$ cat config.mk
export PLATFORM = sky130hd
export DESIGN_NAME = dadda_mul_arb
export DESIGN_NICKNAME = d
export VERILOG_FILES = /design/src/rtl/dadda_mul_arb.sv
export SDC_FILE = /design/constraint.sdc
export NUM_CORES = 1
export LEC_CHECK = 0
export BUFFER_PORTS_ARGS = -buffer_cell sky130_fd_sc_hd__buf_2
export CAP_MARGIN = 20
export CELL_PAD_IN_SITES_DETAIL_PLACEMENT = 1
export CELL_PAD_IN_SITES_GLOBAL_PLACEMENT = 1
export CORE_MARGIN = 4
export CORE_UTILIZATION = 30
export DETAILED_ROUTE_END_ITERATION = 10
export HOLD_SLACK_MARGIN = 0.02
export PLACE_DENSITY_LB_ADDON = 0.1
export SLEW_MARGIN = 25
export SYNTH_ARGS = -nofsm -noshare
export SYNTH_HDL_FRONTEND = slang
export SYNTH_SLANG_ARGS = --single-unit
$ cat constraint.sdc
create_clock -name clk -period 2.7 [get_ports clk]
set_input_delay 0 -clock clk [delete_from_list [all_inputs] [get_ports clk]]
set_output_delay 0 -clock clk [all_outputs]
set_load 0.02 [all_outputs]
$ cat src/rtl/dadda_mul_arb.sv
// dadda_mul_arb: round-robin controller sharing one external combinational
// 8x8 unsigned multiplier (partial products + Dadda tree) between two
// requesters. A granted operand pair is registered onto mul_a/mul_b, the
// product on mul_p is sampled LAT cycles later and held on a valid/ready
// result port tagged with the requester id.
//
// Ports:
//   clk, rst            clock, synchronous active-high reset
//   reqN_v/a/b/rdy      requester N operand pair and accept strobe (N=0,1)
//   mul_a, mul_b        registered operands to the shared multiplier
//   mul_p               product from the shared multiplier
//   res_v/p/id/rdy      result valid, product, requester id, consumer ready
//   cnt_clr, gnt0_cnt, gnt1_cnt
//                       saturating grant counters, present only when
//                       DADDA_MUL_ARB_STATS_EN is defined
//
// Parameters: LAT (1..15) settle cycles, CNT_W grant counter width.
module dadda_mul_arb #(
  parameter int unsigned LAT   = 2,
  parameter int unsigned CNT_W = 16
) (
  input  logic              clk,
  input  logic              rst,
`ifdef DADDA_MUL_ARB_STATS_EN
  input  logic              cnt_clr,
  output logic [CNT_W-1:0]  gnt0_cnt,
  output logic [CNT_W-1:0]  gnt1_cnt,
`endif
  input  logic              req0_v,
  input  logic [7:0]        req0_a,
  input  logic [7:0]        req0_b,
  output logic              req0_rdy,
  input  logic              req1_v,
  input  logic [7:0]        req1_a,
  input  logic [7:0]        req1_b,
  output logic              req1_rdy,
  output logic [7:0]        mul_a,
  output logic [7:0]        mul_b,
  input  logic [15:0]       mul_p,
  output logic              res_v,
  output logic [15:0]       res_p,
  output logic              res_id,
  input  logic              res_rdy
);

  if (LAT < 1 || LAT > 15 || CNT_W < 1) begin : g_bad_param
    $error("dadda_mul_arb: LAT must be 1..15 and CNT_W at least 1");
  end

  localparam logic [3:0] LAT_CNT = 4'(LAT);

  typedef enum logic [1:0] {
    IDLE,
    WAIT,
    DONE
  } state_t;

  state_t     state;
  state_t     state_nxt;
  logic [3:0] wait_cnt;
  logic       last_gnt;

  always_ff @(posedge clk) begin
    if (rst) state <= IDLE;
    else     state <= state_nxt;
  end

  // Tie goes to the requester that was not granted last; last_gnt resets to
  // 1 so requester 0 wins the first tie.
  always_comb begin
    state_nxt = state;
    req0_rdy  = 1'b0;
    req1_rdy  = 1'b0;
    case (state)
      IDLE: begin
        if (req0_v && (!req1_v || last_gnt)) begin
          req0_rdy  = 1'b1;
          state_nxt = WAIT;
        end else if (req1_v) begin
          req1_rdy  = 1'b1;
          state_nxt = WAIT;
        end
      end
      WAIT:    if (wait_cnt == 4'd1) state_nxt = DONE;
      DONE:    if (res_rdy) state_nxt = IDLE;
      default: state_nxt = IDLE;
    endcase
  end

  assign res_v = (state == DONE);

  always_ff @(posedge clk) begin
    if (rst) begin
      mul_a    <= '0;
      mul_b    <= '0;
      res_p    <= '0;
      res_id   <= 1'b0;
      wait_cnt <= '0;
      last_gnt <= 1'b1;
    end else begin
      case (state)
        IDLE: begin
          if (req0_rdy || req1_rdy) begin
            mul_a    <= req1_rdy ? req1_a : req0_a;
            mul_b    <= req1_rdy ? req1_b : req0_b;
            res_id   <= req1_rdy;
            last_gnt <= req1_rdy;
            wait_cnt <= LAT_CNT;
          end
        end
        WAIT: begin
          wait_cnt <= wait_cnt - 4'd1;
          if (wait_cnt == 4'd1) res_p <= mul_p;
        end
        default: ;
      endcase
    end
  end

`ifdef DADDA_MUL_ARB_STATS_EN
  always_ff @(posedge clk) begin
    if (rst || cnt_clr) begin
      gnt0_cnt <= '0;
      gnt1_cnt <= '0;
    end else begin
      if (req0_v && req0_rdy && gnt0_cnt != '1) gnt0_cnt <= gnt0_cnt + CNT_W'(1);
      if (req1_v && req1_rdy && gnt1_cnt != '1) gnt1_cnt <= gnt1_cnt + CNT_W'(1);
    end
  end
`endif

endmodule
==> results of run 1 <==
-- Yosys cell counts --
library cell	instances
sky130_fd_sc_hd__nand3_1	16
sky130_fd_sc_hd__nor2_1	5
sky130_fd_sc_hd__a22oi_1	1
sky130_fd_sc_hd__o21ai_0	17
sky130_fd_sc_hd__a21oi_1	35
sky130_fd_sc_hd__nor3b_4	1
sky130_fd_sc_hd__nand3b_1	17
sky130_fd_sc_hd__nor3_1	1
sky130_fd_sc_hd__a211o_1	2
sky130_fd_sc_hd__buf_4	1
sky130_fd_sc_hd__dfxtp_1	40
sky130_fd_sc_hd__xor2_1	1
sky130_fd_sc_hd__buf_2	5
sky130_fd_sc_hd__and2_1	1
sky130_fd_sc_hd__clkinv_1	1
sky130_fd_sc_hd__ha_1	2
sky130_fd_sc_hd__nor2b_1	2
sky130_fd_sc_hd__a311oi_2	9
sky130_fd_sc_hd__or2_1	1
sky130_fd_sc_hd__nor2_2	2
sky130_fd_sc_hd__nor4bb_1	1
sky130_fd_sc_hd__and2_4	1
sky130_fd_sc_hd__buf_6	6
sky130_fd_sc_hd__o21ai_2	6
sky130_fd_sc_hd__o21ai_1	10
sky130_fd_sc_hd__nor4_1	2
sky130_fd_sc_hd__a2bb2oi_1	1
sky130_fd_sc_hd__nor3_2	1
sky130_fd_sc_hd__or3b_1	2
sky130_fd_sc_hd__o31a_1	2
sky130_fd_sc_hd__inv_1	5
sky130_fd_sc_hd__a311oi_1	7
sky130_fd_sc_hd__nand4bb_1	1
sky130_fd_sc_hd__clkbuf_1	11
sky130_fd_sc_hd__a211oi_1	1
-- cell usage in the layout, fill, tap and decap left out --
cell type,netlist,final
sky130_fd_sc_hd__nand3b_1,17,17
sky130_fd_sc_hd__buf_2,5,88
sky130_fd_sc_hd__o31a_1,2,2
sky130_fd_sc_hd__ha_1,2,2
sky130_fd_sc_hd__or2_1,1,1
sky130_fd_sc_hd__xor2_1,1,1
sky130_fd_sc_hd__nand4bb_1,1,1
sky130_fd_sc_hd__nor2b_1,2,2
sky130_fd_sc_hd__nor2_2,2,2
sky130_fd_sc_hd__nand3_1,16,16
sky130_fd_sc_hd__or3b_1,2,2
sky130_fd_sc_hd__clkinv_1,1,1
sky130_fd_sc_hd__o21ai_2,6,6
sky130_fd_sc_hd__inv_1,5,5
sky130_fd_sc_hd__a311oi_2,9,9
sky130_fd_sc_hd__clkbuf_8,0,7
sky130_fd_sc_hd__a211oi_1,1,1
sky130_fd_sc_hd__a311oi_1,7,7
sky130_fd_sc_hd__a211o_1,2,2
sky130_fd_sc_hd__a2bb2oi_1,1,1
sky130_fd_sc_hd__nor4_1,2,2
sky130_fd_sc_hd__dfxtp_1,40,40
sky130_fd_sc_hd__nor3_1,1,1
sky130_fd_sc_hd__a21oi_1,35,35
sky130_fd_sc_hd__nor4bb_4,0,1
sky130_fd_sc_hd__nor3_2,1,1
sky130_fd_sc_hd__nor3b_4,1,1
sky130_fd_sc_hd__nor2_1,5,5
sky130_fd_sc_hd__o21ai_1,10,10
sky130_fd_sc_hd__dlygate4sd3_1,0,37
sky130_fd_sc_hd__buf_4,1,5
sky130_fd_sc_hd__and2_4,1,1
sky130_fd_sc_hd__bufinv_16,0,1
sky130_fd_sc_hd__a22oi_1,1,1
sky130_fd_sc_hd__and2_1,1,1
sky130_fd_sc_hd__o21ai_0,17,17
-- timing repair --
action / 4_1_cts / 5_1_grt
setup endpoints to repair: 0 / 0
hold buffers: 37 / 0
hold endpoints to repair: 29 / 0
-- final cells by class --
cell class	instances	area [sq um]	share of cell area, %
multi-input cells	148	1020	35.1
repair buffers	130	848	29.1
flip-flops and latches	40	801	27.4
clock buffers	7	96.3	3.30
well taps	77	96.3	3.30
clock inverters	1	30.0	1.03
inverters	6	22.5	0.772
-- routing by layer --
layer  GRT usage [%]  share of wire (%)  vias to the layer above
met5               0                  0                        -
met2            30.3                 51                       61
met1            18.5                 42                      959
li1                -                  -                     1035
met4            3.52               0.60                        0
met3            4.52                6.9                        4
-- worst max-delay path: stages, from the launching register on --
cell                            delay [ps]
sky130_fd_sc_hd__dfxtp_1               660
sky130_fd_sc_hd__or3b_1                330
sky130_fd_sc_hd__buf_4                 290
sky130_fd_sc_hd__o21ai_1               110
sky130_fd_sc_hd__a311oi_1              260
sky130_fd_sc_hd__dlygate4sd3_1         590
-- how the worst min path moves through the flow --
stage / end / from / slack, ps
final: mul_b[4] / req1_b[4] / 30
after CTS: mul_b[2] / req1_b[2] / 20
after detailed placement: res_p[6] / mul_p[6] / 260
after global routing: mul_b[4] / req1_b[4] / 20
after floorplan: req0_rdy / req1_v / 130
after global placement: res_p[7] / mul_p[7] / 260
-- power by group through the flow --
stage	clock (mW)	sequential [mW]	combinational (mW)
floorplan	0	0.727	0.223
global placement	0	0.692	0.375
detailed placement	0	0.692	0.377
CTS	0.562	0.679	0.429
global route	0.582	0.687	0.469
finish	0.539	0.678	0.425
-- state kept, by name, indices dropped and copies added (netlist names) --
name,cells
last_gnt,1
mul_a,8
mul_b,8
res_id,1
res_p,16
state,2
wait_cnt,4
-- kinds of logic after synthesis --
kind of cell,Yosys count,synth area share [%]
AND/OR/NAND/NOR,54,18.1
AO/OA/AOI/OAI,91,31.3
flip-flops,40,40.6
adder cells (fa/ha/maj),2,1.27
XOR/XNOR,1,0.444
buffers and inverters,29,8.30
==> results.env, run 1 <==
CLOCKROOTBUFFER='sky130_fd_sc_hd__clkbuf_8'
POWER_LEAKAGE_nW=1.22
PLACE.DETAILED.INSTANCES=364
FLOORPLAN.INITIALDENSITY_PCT=30.9
DP_HPWL_MICRONS=4110
WORST-R2R-CELL-COUNT=5
POWER.SHARE.CLOCK_PCT=32.8
END_KIND='register'
DIE_X_MICRONS=89.1
MAX_SLEW.WORST_PIN.SLEW_PS=906
SYN_AREA_SQ_MM=0.00197
PORT_BUFFERS=88
POWER_mW=1.64
TIMING.HOLD.WS_PS=32.0
P_SWITCHING_uW=481
POST_LAYOUT_NONFILLER_INSTANCES=409
FINAL_PERIOD_MINUS_WORST_SETUP_SLACK_PS=2290
SYNTH_NETS=272
AREAGROWTHSYNTHTOFINISH_PCT=47.8
SETUP.WORST_PATH.END='mul_b[7]'
P_SEQ_SHARE_PCT=41.3
CTS.PATH.MAX_BUFFERS=2
DRIVE_ABOVE_1_SHARE_PCT=36.7
OVERFLOW=0
ROUTEDWLPERCELL_MICRONS=15.5
R2R-END='mul_b[7]'
SW_FRAC_OF_TOTAL_PCT=29.3
SYN-INSTANCE-COUNT=217
TRITONCTS='built'
CRITPATHREQUIREDTIME_PS=2930
SYNTH.LARGEST_AREA_CELL='sky130_fd_sc_hd__dfxtp_1'
SYNTHDISTINCTLIBCELLS=35
CTS_SETUP_BUFFERS=0
DRT_PASS1_ITERATIONS=4
RUN_STATUS='complete, no violations'
SYNTH.YOSYS.SEQ_AREA_SHARE_PCT=40.6
NUMCLOCKSINKS=40
GRT_USAGE_PCT=16.3
PEAK_FANOUT_ALONG_THE_CRITICAL_PATH=16
POSTROUTEANTENNANETS=0
FLOORPLAN.IO_PINS=89
CHIPHEIGHT_MICRONS=89.1
YOSYSWARNINGCOUNT=0
HOLD_PATH.CLASS='input pin to register'
SYNTH_TOP_CELLS_BY_AREA='sky130_fd_sc_hd__dfxtp_1 (41%), sky130_fd_sc_hd__a21oi_1 (8.9%), sky130_fd_sc_hd__a311oi_2 (6.8%), sky130_fd_sc_hd__nand3b_1 (6.5%), sky130_fd_sc_hd__o21ai_0 (4.3%)'
PLACE_AREA_SQ_MM=0.00242
LAUNCHING_POINT_OF_THE_WORST_REG2REG_PATH='state[1]'
CLK_TRANSITION_REPORTED_PATHS_PS=80
CRITICAL_PATH_CLASS='register to register'
AVGVIACOUNTPERCELL=5.03
FP-ROW-COUNT=29
FIRST_GLOBAL_VIAS=2157
TIMING.CRITICAL_PATH.ARRIVAL_PS=2520
CTS_BUFFERS=5
POST_SYNTH.CELL_AREA_AVG_SQ_UM=9.10
MAXIMUM_NUMBER_OF_PINS_ON_ONE_NET_BEFORE_GLOBAL_ROUTE_REPAIR=41
POST-PLACE-WS_PS=933
FIN_UTIL_PCT=45.7
VDD_IR_DROP_MAX_uV=317
FINAL.PERIOD_UTILIZATION_PCT=85.0
UNREPAIRED_SETUP_ENDPOINTS_AFTER_GLOBAL_ROUTING='false'
ANTENNADIODECOUNT=0
VIA_TOTAL_AFTER_DETAILED_ROUTING=2059
FINAL_HOLD_VIOLATING_ENDPOINTS=0
SETUP_VIOL_COUNT_FINAL=0
CAP_VIOL_MAX_COUNT=0
SLEW-LIMIT-HEADROOM_PCT=39.6
COMBPWRFRAC_PCT=25.9
CTS_MAX_LEVEL=2
FIN_TNS_SETUP_PS=0
WORST_SKEW_PAIR.LATE_LATENCY_PS=290
FP.DIEAREA_SQ_MM=0.00794
SYNTH_TOP_CELL_AREA_SHARE_PCT=40.6
FINCLKSKEW_PS=6.12
FINAL_DESIGN_AREA_NO_FILL_SQ_MM=0.00292
GP_ROUTABILITY_CONGESTION=0.705
POSTCTSRESIZEDCELLS=0
INTERNAL-POWER_mW=1.16
DRC=0
ANTENNA_VIOLATIONS_BEFORE_REPAIR=0
SETUP_SLACK_PS=406
RRSETUPSLACK_PS=410
YS_FF_LATCH=40
MAX_FREQ_GHz=0.436
FINAL_MAX_SLEW_VIOL_COUNT=0
CRIT_START='state[1]'
DETAILED_ROUTER_S_FIRST_ITERATION_VIOLATION_COUNT=38
GLOBAL_ROUTE_WIRE_LENGTH_BEFORE_REPAIR_MICRONS=10300
FILL_CELLS=796
FINALWIRELENGTH_MICRONS=6320
HOLDPATHSTAGES=3
POWER_PER_CELL_AREA_mW_PER_MM2=562
STARTPOINT_KIND_OF_THE_WORST_SETUP_TIMING_PATH='register'
CORE_SQ_MM=0.00639
FIN_NETS=386
No activity file was read; power rests on OpenSTA's default activity.
==> inputs of run 2 (changes only) <==
clock period = 2.3 ns   (was 2.7 ns; I/O delays follow)
==> run 2 against run 1 <==
Net effect: cell count increased by 2.4%; clock power decreased by 9.6%; first-iteration DRC count decreased by 5.3%; routed wire length increased by 2.3%; largest cell class unchanged; utilization increased by 1.1 points; register-to-register slack got worse by 210 ps; final area increased by 2.5%; clock skew decreased by 0.97 ps; die area unchanged; worst setup slack got worse by 210 ps; flip-flop and latch count unchanged; global-route usage increased by 0.51 points.
==> results.env, run 2 (same netlist as run 1, synthesis figures left out) <==
DETAILED_ROUTER_S_FIRST_ITERATION_VIOLATION_COUNT=36  # was 38
DRC=0  # unchanged
GP_ROUTABILITY_CONGESTION=0.692  # was 0.705
FINCLKSKEW_PS=5.15  # was 6.12 ps
RUN_STATUS='complete, no violations'  # unchanged
AREAGROWTHSYNTHTOFINISH_PCT=51.5  # was 47.8%
CORE_SQ_MM=0.00639  # unchanged
CHIPHEIGHT_MICRONS=89.1  # unchanged
MAX_SLEW.WORST_PIN.SLEW_PS=890  # was 906 ps
TIMING.CRITICAL_PATH.ARRIVAL_PS=2290  # was 2520 ps
FLOORPLAN.INITIALDENSITY_PCT=30.9  # unchanged
SLEW-LIMIT-HEADROOM_PCT=40.7  # was 39.6%
LARGEST_REG_FLOPS=16  # unchanged
P_SWITCHING_uW=571  # was 481 uW
ANTENNADIODECOUNT=0  # unchanged
FIN_TNS_SETUP_PS=0  # unchanged
CLOCKROOTBUFFER='sky130_fd_sc_hd__clkbuf_8'  # unchanged
POWER.SHARE.CLOCK_PCT=26.9  # was 32.8%
GLOBAL_ROUTE_WIRE_LENGTH_BEFORE_REPAIR_MICRONS=10500  # was 10,300 microns
FINAL_HOLD_VIOLATING_ENDPOINTS=0  # unchanged
CTS.PATH.MAX_BUFFERS=2  # unchanged
SW_FRAC_OF_TOTAL_PCT=31.5  # was 29.3%
CRITICAL_PATH_CLASS='register to register'  # unchanged
FINAL_DESIGN_AREA_NO_FILL_SQ_MM=0.00299  # was 0.00292 sq mm
CTS_MAX_LEVEL=2  # unchanged
FLOORPLAN.IO_PINS=89  # unchanged
LARGEST_REG_BY_FF_COUNT='res_p'  # unchanged
NUMCLOCKSINKS=40  # unchanged
DP_HPWL_MICRONS=4180  # was 4110 microns
MOST-COMMON-LAYOUT-CELLS='sky130_fd_sc_hd__buf_2 (88), sky130_fd_sc_hd__dlygate4sd3_1 (44), sky130_fd_sc_hd__dfxtp_1 (39), sky130_fd_sc_hd__a21oi_1 (35)'  # was sky130_fd_sc_hd__buf_2 (88), sky130_fd_sc_hd__dfxtp_1 (40), sky130_fd_sc_hd__dlygate4sd3_1 (37), sky130_fd_sc_hd__a21oi_1 (35)
POWER_PER_CELL_AREA_mW_PER_MM2=606  # was 562 mW/mm^2
FINALWIRELENGTH_MICRONS=6470  # was 6320 microns
END_KIND='register'  # unchanged
P_SEQ_SHARE_PCT=44.0  # was 41.3%
COMBPWRFRAC_PCT=29.1  # was 25.9%
MAX_FREQ_GHz=0.475  # was 0.436 GHz
UNREPAIRED_SETUP_ENDPOINTS_AFTER_GLOBAL_ROUTING='false'  # unchanged
FP-ROW-COUNT=29  # unchanged
POWER_mW=1.81  # was 1.64 mW
WORST_SKEW_PAIR.LATE_LATENCY_PS=290  # about the same
DRT_PASS1_ITERATIONS=4  # unchanged
FIRST_GLOBAL_VIAS=2135  # was 2,157
POWER_LEAKAGE_nW=1.26  # was 1.22 nW
CLK_TRANSITION_REPORTED_PATHS_PS=80  # about the same
FINAL_PERIOD_MINUS_WORST_SETUP_SLACK_PS=2100  # was 2290 ps
FP.DIEAREA_SQ_MM=0.00794  # unchanged
HOLD_PATH.CLASS='input pin to register'  # unchanged
VDD_IR_DROP_MAX_uV=284  # was 317 uV
SETUP_VIOL_COUNT_FINAL=0  # unchanged
RRSETUPSLACK_PS=200  # was 410 ps
CRITPATHREQUIREDTIME_PS=2480  # was 2930 ps
FIN_NETS=396  # was 386
STARTPOINT_KIND_OF_THE_WORST_SETUP_TIMING_PATH='register'  # unchanged
BIGGESTREGSBYFLOPS='res_p (16), mul_a (8), mul_b (8)'  # unchanged
OVERFLOW=0  # unchanged
ROUTEDWLPERCELL_MICRONS=15.4  # was 15.5 microns
R2R-END='mul_a[7]'  # was mul_b[7]
POSTROUTEANTENNANETS=0  # unchanged
SETUP.WORST_PATH.END='mul_a[7]'  # was mul_b[7]
DIE_X_MICRONS=89.1  # unchanged
WORST-R2R-CELL-COUNT=5  # unchanged
DRIVE_ABOVE_1_SHARE_PCT=36.8  # was 36.7%
FINAL.PERIOD_UTILIZATION_PCT=91.5  # was 85.0%
CTS_BUFFERS=5  # unchanged
TRITONCTS='built'  # unchanged
ANTENNA_VIOLATIONS_BEFORE_REPAIR=0  # unchanged
PEAK_FANOUT_ALONG_THE_CRITICAL_PATH=19  # was 16
LAYOUT_COMMONEST_CELL='sky130_fd_sc_hd__buf_2'  # unchanged
GRT_USAGE_PCT=16.8  # was 16.3%
MAXIMUM_NUMBER_OF_PINS_ON_ONE_NET_BEFORE_GLOBAL_ROUTE_REPAIR=41  # unchanged
TIMING.HOLD.WS_PS=28.2  # was 32.0 ps
CAP_VIOL_MAX_COUNT=0  # unchanged
LAUNCHING_POINT_OF_THE_WORST_REG2REG_PATH='state[0]'  # was state[1]
PORT_BUFFERS=88  # unchanged
FINAL_MAX_SLEW_VIOL_COUNT=0  # unchanged
PLACE_AREA_SQ_MM=0.00246  # was 0.00242 sq mm
CRIT_START='state[0]'  # was state[1]
VIA_TOTAL_AFTER_DETAILED_ROUTING=2107  # was 2,059
AVGVIACOUNTPERCELL=5.03  # about the same
INTERNAL-POWER_mW=1.24  # was 1.16 mW
==> run 2: area by class of cell <==
type | count | area [sq um]
fillers | 773 | 3390
flip-flops and latches | 40 | 802
well taps | 77 | 96.3
clock inverters | 2 | 10.0
multi-input cells | 148 | 1020
inverters | 6 | 22.5
repair buffers | 140 | 953
clock buffers | 6 | 82.6
==> run 2: how the worst min path moves through the flow <==
stage               startpoint  slack (ps)  cells past startpoint        end
finish               req1_a[1]          30                      3   mul_a[1]
global route         req1_a[1]          20                      3   mul_a[1]
CTS                  req1_a[1]          20                      3   mul_a[1]
detailed placement    mul_p[5]         260                      3   res_p[5]
global placement     mul_p[12]         250                      3  res_p[12]
floorplan               req1_v         130                      1   req0_rdy
==> run 2: per-layer routing <==
layer	track usage, %	part of all wire, %	vias to the layer above
met5	0	0	-
met3	4.52	6.7	5
li1	-	-	1055
met1	19.8	42	991
met2	30.0	51	56
met4	4.47	0.85	0
==> run 2: what timing repair did <==
| action | CTS | global route |
|---|---|---|
| hold buffers | 44 | 0 |
| endpoints found under the setup margin | 0 | 10 |
| resized for setup | 0 | 1 |
| setup buffers | 0 | 0 |
| endpoints found under the hold margin | 31 | 0 |
==> run 2: power by group through the flow <==
stage | combinational (mW) | sequential [mW] | clock (mW)
floorplan | 0.262 | 0.853 | 0
global placement | 0.448 | 0.813 | 0
detailed placement | 0.455 | 0.814 | 0
CTS | 0.531 | 0.798 | 0.509
global route | 0.577 | 0.807 | 0.544
finish | 0.527 | 0.798 | 0.487
==> run 2: critical path, cell delays in order, from the launching register on <==
cell and delay (ps):
sky130_fd_sc_hd__dfxtp_1 440, sky130_fd_sc_hd__or3b_1 420, sky130_fd_sc_hd__buf_4 230, sky130_fd_sc_hd__o21ai_1 200, sky130_fd_sc_hd__a311oi_2 110, sky130_fd_sc_hd__dlygate4sd3_1 590
==> run 2: per-stage QoR <==
step / instances / setup WS (ps) / util (%)
floorplan: 217 / 865 / -
detailed placement: 367 / 641 / 38.5
finish: 419 / 196 / 46.8
global route: 419 / 81.0 / 46.8
CTS: 419 / 109 / 46.8
global placement: 367 / 678 / 38.5
